<file path="config.mk">
export PLATFORM = sky130hd
export DESIGN_NAME = muldiv_seq_ctrl_flat
export DESIGN_NICKNAME = d
export VERILOG_FILES = /design/src/rtl/muldiv_pkg.sv /design/src/rtl/muldiv_seq_ctrl_if.sv /design/src/rtl/adder_32bit.sv /design/src/rtl/muldiv_seq_ctrl.sv /design/src/flat_wrapper.sv
export SDC_FILE = /design/constraint.sdc
export NUM_CORES = 1
export LEC_CHECK = 0
export BUFFER_PORTS_ARGS = -buffer_cell sky130_fd_sc_hd__buf_4
export CAP_MARGIN = 30
export CORE_MARGIN = 2
export CORE_UTILIZATION = 66
export DETAILED_ROUTE_END_ITERATION = 16
export PLACE_DENSITY_LB_ADDON = 0.3
export REMOVE_ABC_BUFFERS = 1
export SETUP_SLACK_MARGIN = 0.15
export SLEW_MARGIN = 20
export SYNTH_ARGS = -nofsm -noshare
export SYNTH_HDL_FRONTEND = slang
export SYNTH_SLANG_ARGS = --single-unit
</file>
<file path="constraint.sdc">
create_clock -name clk -period 13.14 [get_ports clk]
set_input_delay 1.314 -clock clk [delete_from_list [all_inputs] [get_ports clk]]
set_output_delay 1.314 -clock clk [all_outputs]
set_load 0.02 [all_outputs]
</file>
<file path="src/rtl/muldiv_pkg.sv">
// Shared definitions for the sequential multiply/divide unit.
// Holds op encodings, the 3-bit FSM state encoding and the cycle-count constants
// used by muldiv_seq_ctrl and its testbench.
package muldiv_pkg;

  typedef logic [1:0] op_t;

  // Op encodings: bit 1 selects divide, bit 0 selects signed.
  localparam op_t OpMultu = 2'b00;
  localparam op_t OpMult  = 2'b01;
  localparam op_t OpDivu  = 2'b10;
  localparam op_t OpDiv   = 2'b11;

  // FSM state encoding.
  localparam logic [2:0] StIdle  = 3'd0;
  localparam logic [2:0] StPre0  = 3'd1;
  localparam logic [2:0] StPre1  = 3'd2;
  localparam logic [2:0] StIter  = 3'd3;
  localparam logic [2:0] StPost0 = 3'd4;
  localparam logic [2:0] StPost1 = 3'd5;
  localparam logic [2:0] StDone  = 3'd6;

  localparam int unsigned Iters      = 32;
  localparam int unsigned PreCycles  = 2;
  localparam int unsigned PostCycles = 2;

  function automatic logic op_is_div(input op_t op);
    return op[1];
  endfunction

  function automatic logic op_is_signed(input op_t op);
    return op[0];
  endfunction

endpackage

</file>
<file path="src/rtl/muldiv_seq_ctrl_if.sv">
// Request/result bundle of the multiply/divide unit.
// master: requester (drives start/op/a/b, receives busy/done/hi/lo/dz).
// slave:  muldiv_seq_ctrl.
interface muldiv_seq_ctrl_if;
  logic        start;
  logic [1:0]  op;
  logic [31:0] a;
  logic [31:0] b;
  logic        busy;
  logic        done;
  logic [31:0] hi;
  logic [31:0] lo;
  logic        dz;

  modport master (output start, op, a, b, input busy, done, hi, lo, dz);
  modport slave  (input start, op, a, b, output busy, done, hi, lo, dz);
endinterface

</file>
<file path="src/rtl/adder_32bit.sv">
// 32-bit adder with carry in, shared by every pass of the multiply/divide unit.
// Ports: a_i, b_i operands; ci_i carry in; sum_o result; cf_o carry out;
//        of_o signed overflow.
module adder_32bit (
  input  logic [31:0] a_i,
  input  logic [31:0] b_i,
  input  logic        ci_i,
  output logic [31:0] sum_o,
  output logic        cf_o,
  output logic        of_o
);
  logic [32:0] full;

  assign full  = {1'b0, a_i} + {1'b0, b_i} + {32'd0, ci_i};
  assign sum_o = full[31:0];
  assign cf_o  = full[32];
  assign of_o  = (a_i[31] == b_i[31]) && (sum_o[31] != a_i[31]);
endmodule

</file>
<file path="src/rtl/muldiv_seq_ctrl.sv">
// Multi-cycle multiply/divide unit for the HI/LO path.
// Drives one shared adder through shift-add multiply and restoring divide;
// signed ops get abs() passes before and negation passes after the iterations.
// Ports: clk, rst (synchronous, active high); bus (slave modport): start, op, a, b in;
//        busy, done, hi, lo, dz out.
// Build option: MULDIV_DZ_FAST_EN makes a divide by zero finish in one cycle.
module muldiv_seq_ctrl
  import muldiv_pkg::*;
#(
  parameter int unsigned DataWidth = 32,
  parameter int unsigned NumIters  = Iters
) (
  input logic               clk,
  input logic               rst,
  muldiv_seq_ctrl_if.slave  bus
);

  logic [2:0]           state_q, state_d;
  op_t                  op_q, op_d;
  logic [DataWidth-1:0] a_q, a_d, b_q, b_d, hi_q, hi_d, lo_q, lo_d;
  logic [4:0]           cnt_q, cnt_d;
  logic                 sa_q, sa_d, sb_q, sb_d, carry_q, carry_d, dz_q, dz_d;

  logic [DataWidth-1:0] add_a, add_b, sum, rem_sh, quo_sh;
  logic                 add_ci, cf, unused_of;
  logic                 is_div, neg_res, msb_out;

  assign is_div  = op_is_div(op_q);
  assign neg_res = sa_q ^ sb_q;
  // Divide step view of {hi,lo} shifted left by one.
  assign msb_out = hi_q[DataWidth-1];
  assign rem_sh  = {hi_q[DataWidth-2:0], lo_q[DataWidth-1]};
  assign quo_sh  = {lo_q[DataWidth-2:0], 1'b0};

  adder_32bit u_adder (
    .a_i   (add_a),
    .b_i   (add_b),
    .ci_i  (add_ci),
    .sum_o (sum),
    .cf_o  (cf),
    .of_o  (unused_of)
  );

  // Adder operand selection per state.
  always_comb begin
    add_a  = '0;
    add_b  = '0;
    add_ci = 1'b0;
    case (state_q)
      StPre0: begin
        add_a  = a_q[DataWidth-1] ? ~a_q : a_q;
        add_ci = a_q[DataWidth-1];
      end
      StPre1: begin
        add_a  = b_q[DataWidth-1] ? ~b_q : b_q;
        add_ci = b_q[DataWidth-1];
      end
      StIter: begin
        if (is_div) begin
          add_a  = rem_sh;
          add_b  = ~b_q;
          add_ci = 1'b1;
        end else begin
          add_a = hi_q;
          add_b = lo_q[0] ? a_q : '0;
        end
      end
      StPost0: begin
        add_a  = neg_res ? ~lo_q : lo_q;
        add_ci = neg_res;
      end
      StPost1: begin
        // Divide: remainder takes the dividend's sign. Multiply: finish the
        // 64-bit negate using the carry out of the low word.
        if (is_div ? sa_q : neg_res) begin
          add_a  = ~hi_q;
          add_ci = is_div ? 1'b1 : carry_q;
        end else begin
          add_a = hi_q;
        end
      end
      default: ;
    endcase
  end

  always_comb begin
    state_d = state_q;
    op_d    = op_q;
    a_d     = a_q;
    b_d     = b_q;
    hi_d    = hi_q;
    lo_d    = lo_q;
    cnt_d   = cnt_q;
    sa_d    = sa_q;
    sb_d    = sb_q;
    carry_d = carry_q;
    dz_d    = dz_q;
    case (state_q)
      StIdle: begin
        if (bus.start) begin
          op_d    = bus.op;
          a_d     = bus.a;
          b_d     = bus.b;
          sa_d    = op_is_signed(bus.op) & bus.a[DataWidth-1];
          sb_d    = op_is_signed(bus.op) & bus.b[DataWidth-1];
          hi_d    = '0;
          lo_d    = op_is_div(bus.op) ? bus.a : bus.b;
          cnt_d   = '0;
          carry_d = 1'b0;
          dz_d    = 1'b0;
          state_d = op_is_signed(bus.op) ? StPre0 : StIter;
`ifdef MULDIV_DZ_FAST_EN
          if (op_is_div(bus.op) && (bus.b == '0)) begin
            hi_d    = bus.a;
            lo_d    = '1;
            dz_d    = 1'b1;
            state_d = StDone;
          end
`endif
        end
      end
      StPre0: begin
        a_d     = sum;
        state_d = StPre1;
      end
      StPre1: begin
        b_d     = sum;
        hi_d    = '0;
        lo_d    = is_div ? a_q : sum;
        state_d = StIter;
      end
      StIter: begin
        cnt_d = cnt_q + 5'd1;
        if (is_div) begin
          // Restoring step: keep the difference only if it did not go negative.
          if (msb_out | cf) begin
            hi_d = sum;
            lo_d = {quo_sh[DataWidth-1:1], 1'b1};
          end else begin
            hi_d = rem_sh;
            lo_d = quo_sh;
          end
        end else begin
          hi_d = {cf, sum[DataWidth-1:1]};
          lo_d = {sum[0], lo_q[DataWidth-1:1]};
        end
        if (cnt_q == 5'(NumIters - 1)) begin
          dz_d    = is_div && (b_q == '0);
          state_d = op_is_signed(op_q) ? StPost0 : StDone;
        end
      end
      StPost0: begin
        lo_d    = sum;
        carry_d = cf;
        state_d = StPost1;
      end
      StPost1: begin
        hi_d    = sum;
        state_d = StDone;
      end
      default: state_d = StIdle;
    endcase
  end

  always_ff @(posedge clk) begin
    if (rst) begin
      state_q <= StIdle;
      op_q    <= OpMultu;
      a_q     <= '0;
      b_q     <= '0;
      hi_q    <= '0;
      lo_q    <= '0;
      cnt_q   <= '0;
      sa_q    <= 1'b0;
      sb_q    <= 1'b0;
      carry_q <= 1'b0;
      dz_q    <= 1'b0;
    end else begin
      state_q <= state_d;
      op_q    <= op_d;
      a_q     <= a_d;
      b_q     <= b_d;
      hi_q    <= hi_d;
      lo_q    <= lo_d;
      cnt_q   <= cnt_d;
      sa_q    <= sa_d;
      sb_q    <= sb_d;
      carry_q <= carry_d;
      dz_q    <= dz_d;
    end
  end

  assign bus.busy = (state_q != StIdle);
  assign bus.done = (state_q == StDone);
  assign bus.hi   = hi_q;
  assign bus.lo   = lo_q;
  assign bus.dz   = dz_q;

endmodule

</file>
<file path="src/flat_wrapper.sv">
// flat-port wrapper written by rule: the top's interface ports become plain ports
module muldiv_seq_ctrl_flat import muldiv_pkg::*;
#(
  parameter int unsigned DataWidth = 32,
  parameter int unsigned NumIters  = Iters
)
  (clk, rst, bus_start, bus_op, bus_a, bus_b, bus_busy, bus_done, bus_hi, bus_lo, bus_dz);
  muldiv_seq_ctrl_if bus_i ();
  input logic clk;
  input logic rst;
  input wire logic [$bits(bus_i.start)-1:0] bus_start;
  input wire logic [$bits(bus_i.op)-1:0] bus_op;
  input wire logic [$bits(bus_i.a)-1:0] bus_a;
  input wire logic [$bits(bus_i.b)-1:0] bus_b;
  output wire logic [$bits(bus_i.busy)-1:0] bus_busy;
  output wire logic [$bits(bus_i.done)-1:0] bus_done;
  output wire logic [$bits(bus_i.hi)-1:0] bus_hi;
  output wire logic [$bits(bus_i.lo)-1:0] bus_lo;
  output wire logic [$bits(bus_i.dz)-1:0] bus_dz;
  assign bus_i.start = bus_start;
  assign bus_i.op = bus_op;
  assign bus_i.a = bus_a;
  assign bus_i.b = bus_b;
  assign bus_busy = bus_i.busy;
  assign bus_done = bus_i.done;
  assign bus_hi = bus_i.hi;
  assign bus_lo = bus_i.lo;
  assign bus_dz = bus_i.dz;
  muldiv_seq_ctrl #(.DataWidth(DataWidth), .NumIters(NumIters)) u_core (.clk(clk), .rst(rst), .bus(bus_i));
endmodule
</file>
==> results.cfg, run 1 <==
[run_status]
status = completed

[cts]
cts.path.max_buffers = 2
clk_pin_slew_ps = 70
root_buffer = clkbuf_16
clock-sinks = 142
post_cts_resized = 0
cts_made_buffers = 17
h-tree-depth = 4
clock_latency_ps = 440
post_cts_buffers = 0
cts_tree = built
cts_hold_buffers = 0

[worst_hold_path]
hold_class = reg2reg
hold-path-cell-count = 2

[logic_synthesis]
synth_edf_count = 0
netlist_instances = 1763
synth_xor_area_frac = 0.106
ys_top_cells_by_count = a21oi_1, nor2_1, nand2_1
yosysSeqAreaShare = 0.220
syn_area_sq_um = 12900
synth_cell_types = 84
ys_top_cells_by_area = dfxtp_1, a21oi_1, xnor2_1, mux2i_1, nor2_1
yosys-mux-area-fraction = 0.0781
syn-mean-instance-area_sq_um = 7.33
synth-compound-area-share = 0.324
synth_flop_cell = dfxtp_1
synthSimpleGateAreaFrac = 0.178
yosys.area.top_type = dfxtp_1
synthAdderAreaFrac = 0.0360
synth_top_family_by_area = compound AO/OA/AOI/OAI gates
synth-seq-cells = 142
ys_warn_count = 0
yosysMostFrequentCell = a21oi_1
synth_async_sr_flop_share = 0
yosysTopAreaCellShare = 0.220

[die]
pin_count = 136
die_area_sq_um = 20700
die_h_um = 144
fp.coreArea_sq_um = 19300
fp-row-count = 51
die_w_um = 144
initial_core_util = 0.669

[finish]
final_cells = 2072
diodes = 0
n_fill_cell = 1558
synthToLayoutAreaGrowth_pct = 12.3
drive_gt1_frac = 0.151
nets = 1899

[power]
seqPwrFrac = 0.340
cellLeakagePower_nw = 5.33
pwr_density_cell_nw_per_um2 = 111
p_sw_frac = 0.404
power_frac_comb = 0.351
p_total_w = 0.00161
p_sw_w = 0.000650
clkPwrFrac = 0.310
vdd_drop_max_uv = 88.4
p_int_w = 0.000958

[critical_path]
cp_slowest_stage_delay_ps = 950
cp_data_arrival_time_ps = 6770
path_max_fanout = 62
start_kind = flip-flop
worstPathRequired_ps = 13500
r2r_cells = 16
crit_chain = buf_4 -> nand2_1 -> buf_4 -> o22ai_1 -> a21oi_1 -> o21ai_0 -> ha_1 -> a211oi_2 -> o211ai_2 -> a41oi_2 -> nor2_1 -> a41oi_2 -> and2_1 -> nand2_1 -> a311o_1 -> a211oi_2
worst_setup_path_end_kind = flip-flop
crit_type = reg2reg
crit_slowest_cell = and2_1

[global_route]
gr-total-overflow = 0
grt_max_degree = 69
grt_pass1_vias = 14157
grt_antenna_before_repair = 0
grt_pass1_wl_mm = 77.6
grt.total_usage = 0.483

[sta]
setup_tns_ps = 0
finalHoldViolCount = 0
timing.fmax_mhz = 156
report.final.slew_viol_count = 0
setup_viol = 0
maxSlewHeadroom = 0.251
fin_crit_ps = 6410
rsz0062_at_grt = no
fin_worst_skew_ps = 14.5
finalCritPeriodShare = 0.488
worst_pin_slew_ps = 1120

[routing]
drt_iter0_drc = 2288
dr_total_vias = 15249
drtPass1Iterations = 6
route.detailed.drc = 0
wire_per_inst_um = 24.5
routed_wl_mm = 50.8
viasPerCell = 7.36
final_antenna_net_count = 0

[placed_design]
dp_cells = 2038
dp_hpwl_mm = 31.4
place.port_buffers = 135
place_congestion = 1.04

[flow_run]
drv_cap = 0
[routing by layer]
metal,part of all wire,global-route usage,vias up
met5,0,0,-
met4,0.081,0.344,0
met3,0.14,0.136,398
met2,0.43,0.728,1380
met1,0.35,0.591,6936
li1,-,-,6535
[final timing paths]
| check | to | slack (ps) | from |
|---|---|---|---|
| worst max-delay path | u_core.bus.hi[1]$_SDFFE_PP0P_ | 6730 | u_core.state_q[0]$_SDFFE_PP0P_ |
| worst min-delay path | u_core.op_q[0]$_SDFFE_PP0P_ | 470 | u_core.op_q[0]$_SDFFE_PP0P_ |
| worst max register to register | u_core.bus.hi[1]$_SDFFE_PP0P_ | 6730 | u_core.state_q[0]$_SDFFE_PP0P_ |
| worst min register to register | u_core.op_q[0]$_SDFFE_PP0P_ | 470 | u_core.op_q[0]$_SDFFE_PP0P_ |
[stage by stage]
stage	hold WS, ps	worst slack, ps	util	area, sq um
3_5_place_dp	459	6820	0.720	13900
2_1_floorplan	424	2760	-	12200
5_1_grt	515	6600	0.751	14500
4_1_cts	468	6690	0.749	14500
3_3_place_gp	444	7040	0.718	13900
6_report	468	6730	0.751	14500
[power by group through the flow]
| stage | Clock (W) | Sequential, W | Combinational, W |
|---|---|---|---|
| finish | 0.000498 | 0.000546 | 0.000564 |
| global route | 0.000514 | 0.000547 | 0.000597 |
| global placement | 0 | 0.000548 | 0.000521 |
| floorplan | 0 | 0.000558 | 0.000327 |
| CTS | 0.000492 | 0.000540 | 0.000539 |
| detailed placement | 0 | 0.000549 | 0.000535 |
[registers in the layout (all words and copies together) (netlist names)]
signal	cells
u_core.bus.hi	32
u_core.carry_q	1
u_core.op_q	2
u_core.bus.lo	32
u_core.sa_q	1
u_core.state_q	3
u_core.b_q	32
u_core.sb_q	1
u_core.bus.dz	1
u_core.cnt_q	5
u_core.a_q	32
[kinds of logic (layout without fill, tap and decap cells)]
group	after synthesis	after routing
buffers and inverters	175	219
AND/OR/NAND/NOR	514	514
AO/OA/AOI/OAI	641	641
adder cells (fa/ha/maj)	36	36
multiplexers	100	100
XOR/XNOR	155	155
flip-flops	142	142
[area by class of cell]
cell class	count	area (sq um)	area share
clock buffer	20	437	0.0301
sequential	142	2850	0.197
tap	265	332	0.0228
multi-input combinational	1446	9410	0.648
timing repair buffer	169	1280	0.0884
inverter	18	67.6	0.00466
clock inverter	12	136	0.00940
[cells in the final DEF, fill, tap and decap left out, drive strengths merged, types with 8 or more instances in the layout]
cell / instances
a21oi: 223
nor2: 202
buf: 168
nand2: 160
dfxtp: 142
xnor2: 108
o21ai: 100
mux2i: 93
a22oi: 64
nor3: 48
xor2: 47
o22ai: 45
a31oi: 41
ha: 34
a211oi: 32
nand3: 27
a221oi: 23
inv: 21
clkbuf: 21
o211ai: 14
nand2b: 12
nor2b: 11
a2111oi: 11
and2: 10
o221ai: 10
nand4: 10
a21o: 9
a311oi: 8
nor4: 8
and3: 8
[critical path: cells and delay by family (launching register included)]
kind / cells / cell delay, ps
adders and majority gates: 1 / 330
AOI/OAI and AO/OA: 9 / 2170
and+or+nand+nor: 4 / 1850
DFF: 1 / 790
buffers and inverters: 2 / 1050
(Power assumes the default switching activity.)
==> run 2: changes to the inputs <==
--- a/config.mk
+++ b/config.mk
@@ -8,7 +8,7 @@
 export BUFFER_PORTS_ARGS = -buffer_cell sky130_fd_sc_hd__buf_4
 export CAP_MARGIN = 30
 export CORE_MARGIN = 2
-export CORE_UTILIZATION = 66
+export CORE_UTILIZATION = 55
 export DETAILED_ROUTE_END_ITERATION = 16
 export PLACE_DENSITY_LB_ADDON = 0.3
 export REMOVE_ABC_BUFFERS = 1
==> constraint.sdc (replaced) <==
create_clock -name clk -period 5.78 [get_ports clk]
set_input_delay 0.578 -clock clk [delete_from_list [all_inputs] [get_ports clk]]
set_output_delay 0.578 -clock clk [all_outputs]
set_load 0.02 [all_outputs]
==> run 2 against run 1 <==
Core utilization down 11 points; cell area up 2.2%; via count down 3.6%; clock skew up 0.54 ps; count of clock-buffer cells in the layout unchanged; global-route usage down 7.7 points.
==> results.cfg, run 2 (same netlist as run 1, synthesis figures left out) <==
[run_status]
status = completed

[sta]
worst_hold_slack_ps = 397
fin_crit_ps = 5430
setup_slack_ps = 350
setup_viol = 0
finalCritPeriodShare = 0.939
timing.fmax_mhz = 184
report.final.slew_viol_count = 0
maxSlewHeadroom = 0.341
worst_pin_slew_ps = 986
rsz0062_at_grt = no
finalHoldViolCount = 0
fin_worst_skew_ps = 15.1

[cts]
post_cts_buffers = 0
clk_pin_slew_ps = 60
root_buffer = clkbuf_16
cts_tree = built
cts.path.max_buffers = 2
cts_hold_buffers = 0
clock_latency_ps = 450
post_cts_resized = 0
clock-sinks = 142
h-tree-depth = 4
cts_made_buffers = 17

[critical_path]
start_kind = flip-flop
r2r_setup_slack_ps = 350
worstPathRequired_ps = 6140
cp_data_arrival_time_ps = 5790
crit_type = reg2reg
r2r-end = u_core.bus.hi[11]$_SDFFE_PP0P_
cp_slowest_stage_delay_ps = 820
crit_path_frequent_cell = a41oi_2
path_max_fanout = 23
rr_startpoint = u_core.sa_q$_SDFFE_PP0P_
r2r_cells = 16
crit_slowest_cell = and2_1
worst_setup_path_end_kind = flip-flop
crit_buf_inv = 1
cp_top_family = compound AO/OA/AOI/OAI gates
crit_chain = xor2_4 -> buf_12 -> xnor2_1 -> o22ai_1 -> a21oi_1 -> o21ai_0 -> fa_1 -> a211oi_2 -> o211ai_2 -> a41oi_2 -> nor2_1 -> a41oi_2 -> and2_1 -> nand2_1 -> a311o_1 -> a221oi_2

[routing]
routed_wl_mm = 51.3
route.detailed.drc = 0
viasPerCell = 6.87
drtPass1Iterations = 8
wire_per_inst_um = 24.0
final_antenna_net_count = 0
drt_iter0_drc = 1859
dr_total_vias = 14703

[global_route]
grt_pass1_vias = 13936
grt_max_degree = 65
grt_pass1_wl_mm = 77.9
grt_antenna_before_repair = 0
grt.total_usage = 0.406
gr-total-overflow = 0

[worst_hold_path]
min_from = bus_a[17]
hold_end = u_core.a_q[17]$_SDFFE_PP0P_
hold-path-cell-count = 3
hold_class = in2reg

[die]
fp-row-count = 56
die_h_um = 157
fp.coreArea_sq_um = 23300
initial_core_util = 0.556
die_area_sq_um = 24800
pin_count = 136
die_w_um = 157

[finish]
nets = 1914
final_cell_mix = a21oi_1, nor2_1, buf_4, nand2_1, dfxtp_1
mostFrequentLayoutCell = a21oi_1
post-route-cell-area_sq_um = 14800
drive_gt1_frac = 0.158
synthToLayoutAreaGrowth_pct = 14.7
diodes = 0
fin_util = 0.638

[placed_design]
pre_cts_slack_ps = 519
dp_hpwl_mm = 33.5
place_congestion = 1.00
place.port_buffers = 135
placed_area_sq_um = 14200

[power]
vdd_drop_max_uv = 173
pwr_density_cell_nw_per_um2 = 258
cellLeakagePower_nw = 5.47

[flow_run]
drv_cap = 0
[run 2: power breakdown]
part	switching, W	internal [W]
logic	0.000807	0.000493
registers	0.000166	0.00106
clock network	0.000503	0.000797
[run 2: worst max-delay path by stage]
| stage | start | end | depth (start not counted) | slack [ps] |
|---|---|---|---|---|
| floorplan | u_core.op_q[1]$_SDFFE_PP0P_ | u_core.bus.hi[11]$_SDFFE_PP0P_ | 17 | -4600 |
| global placement | u_core.sb_q$_SDFFE_PP0P_ | u_core.bus.hi[11]$_SDFFE_PP0P_ | 16 | 670 |
| detailed placement | u_core.sb_q$_SDFFE_PP0P_ | u_core.bus.hi[11]$_SDFFE_PP0P_ | 16 | 520 |
| CTS | u_core.sb_q$_SDFFE_PP0P_ | u_core.bus.hi[11]$_SDFFE_PP0P_ | 16 | 460 |
| global route | u_core.sa_q$_SDFFE_PP0P_ | u_core.bus.hi[11]$_SDFFE_PP0P_ | 16 | 160 |
| finish | u_core.sa_q$_SDFFE_PP0P_ | u_core.bus.hi[11]$_SDFFE_PP0P_ | 16 | 350 |
[run 2: layout make-up]
class                      count  area, sq um
clock buffer                  20          458
tap                          319          399
fill                        2141         8430
timing repair buffer         184         1440
sequential                   142         2850
inverter                      18         67.6
clock inverter                12          206
multi-input combinational   1446         9410
[run 2: routing by layer]
metal  wire, um  global-route usage
met5          0                   0
met3       5260              0.0845
met1      19400               0.489
met4       3260               0.261
met2      23300               0.656
[run 2: worst min-delay path, stage by stage]
cell,delay [ps]
buf_4,90
a221oi_1,60
nor2_1,80
[run 2: metrics by stage]
step	total power, W	TNS (ps)	cells
3_5_place_dp	0.00249	0	2108
2_1_floorplan	0.00201	-508300	1606
5_1_grt	0.00396	0	2141
4_1_cts	0.00378	0	2140
3_3_place_gp	0.00246	0	2105
6_report	0.00383	0	2141
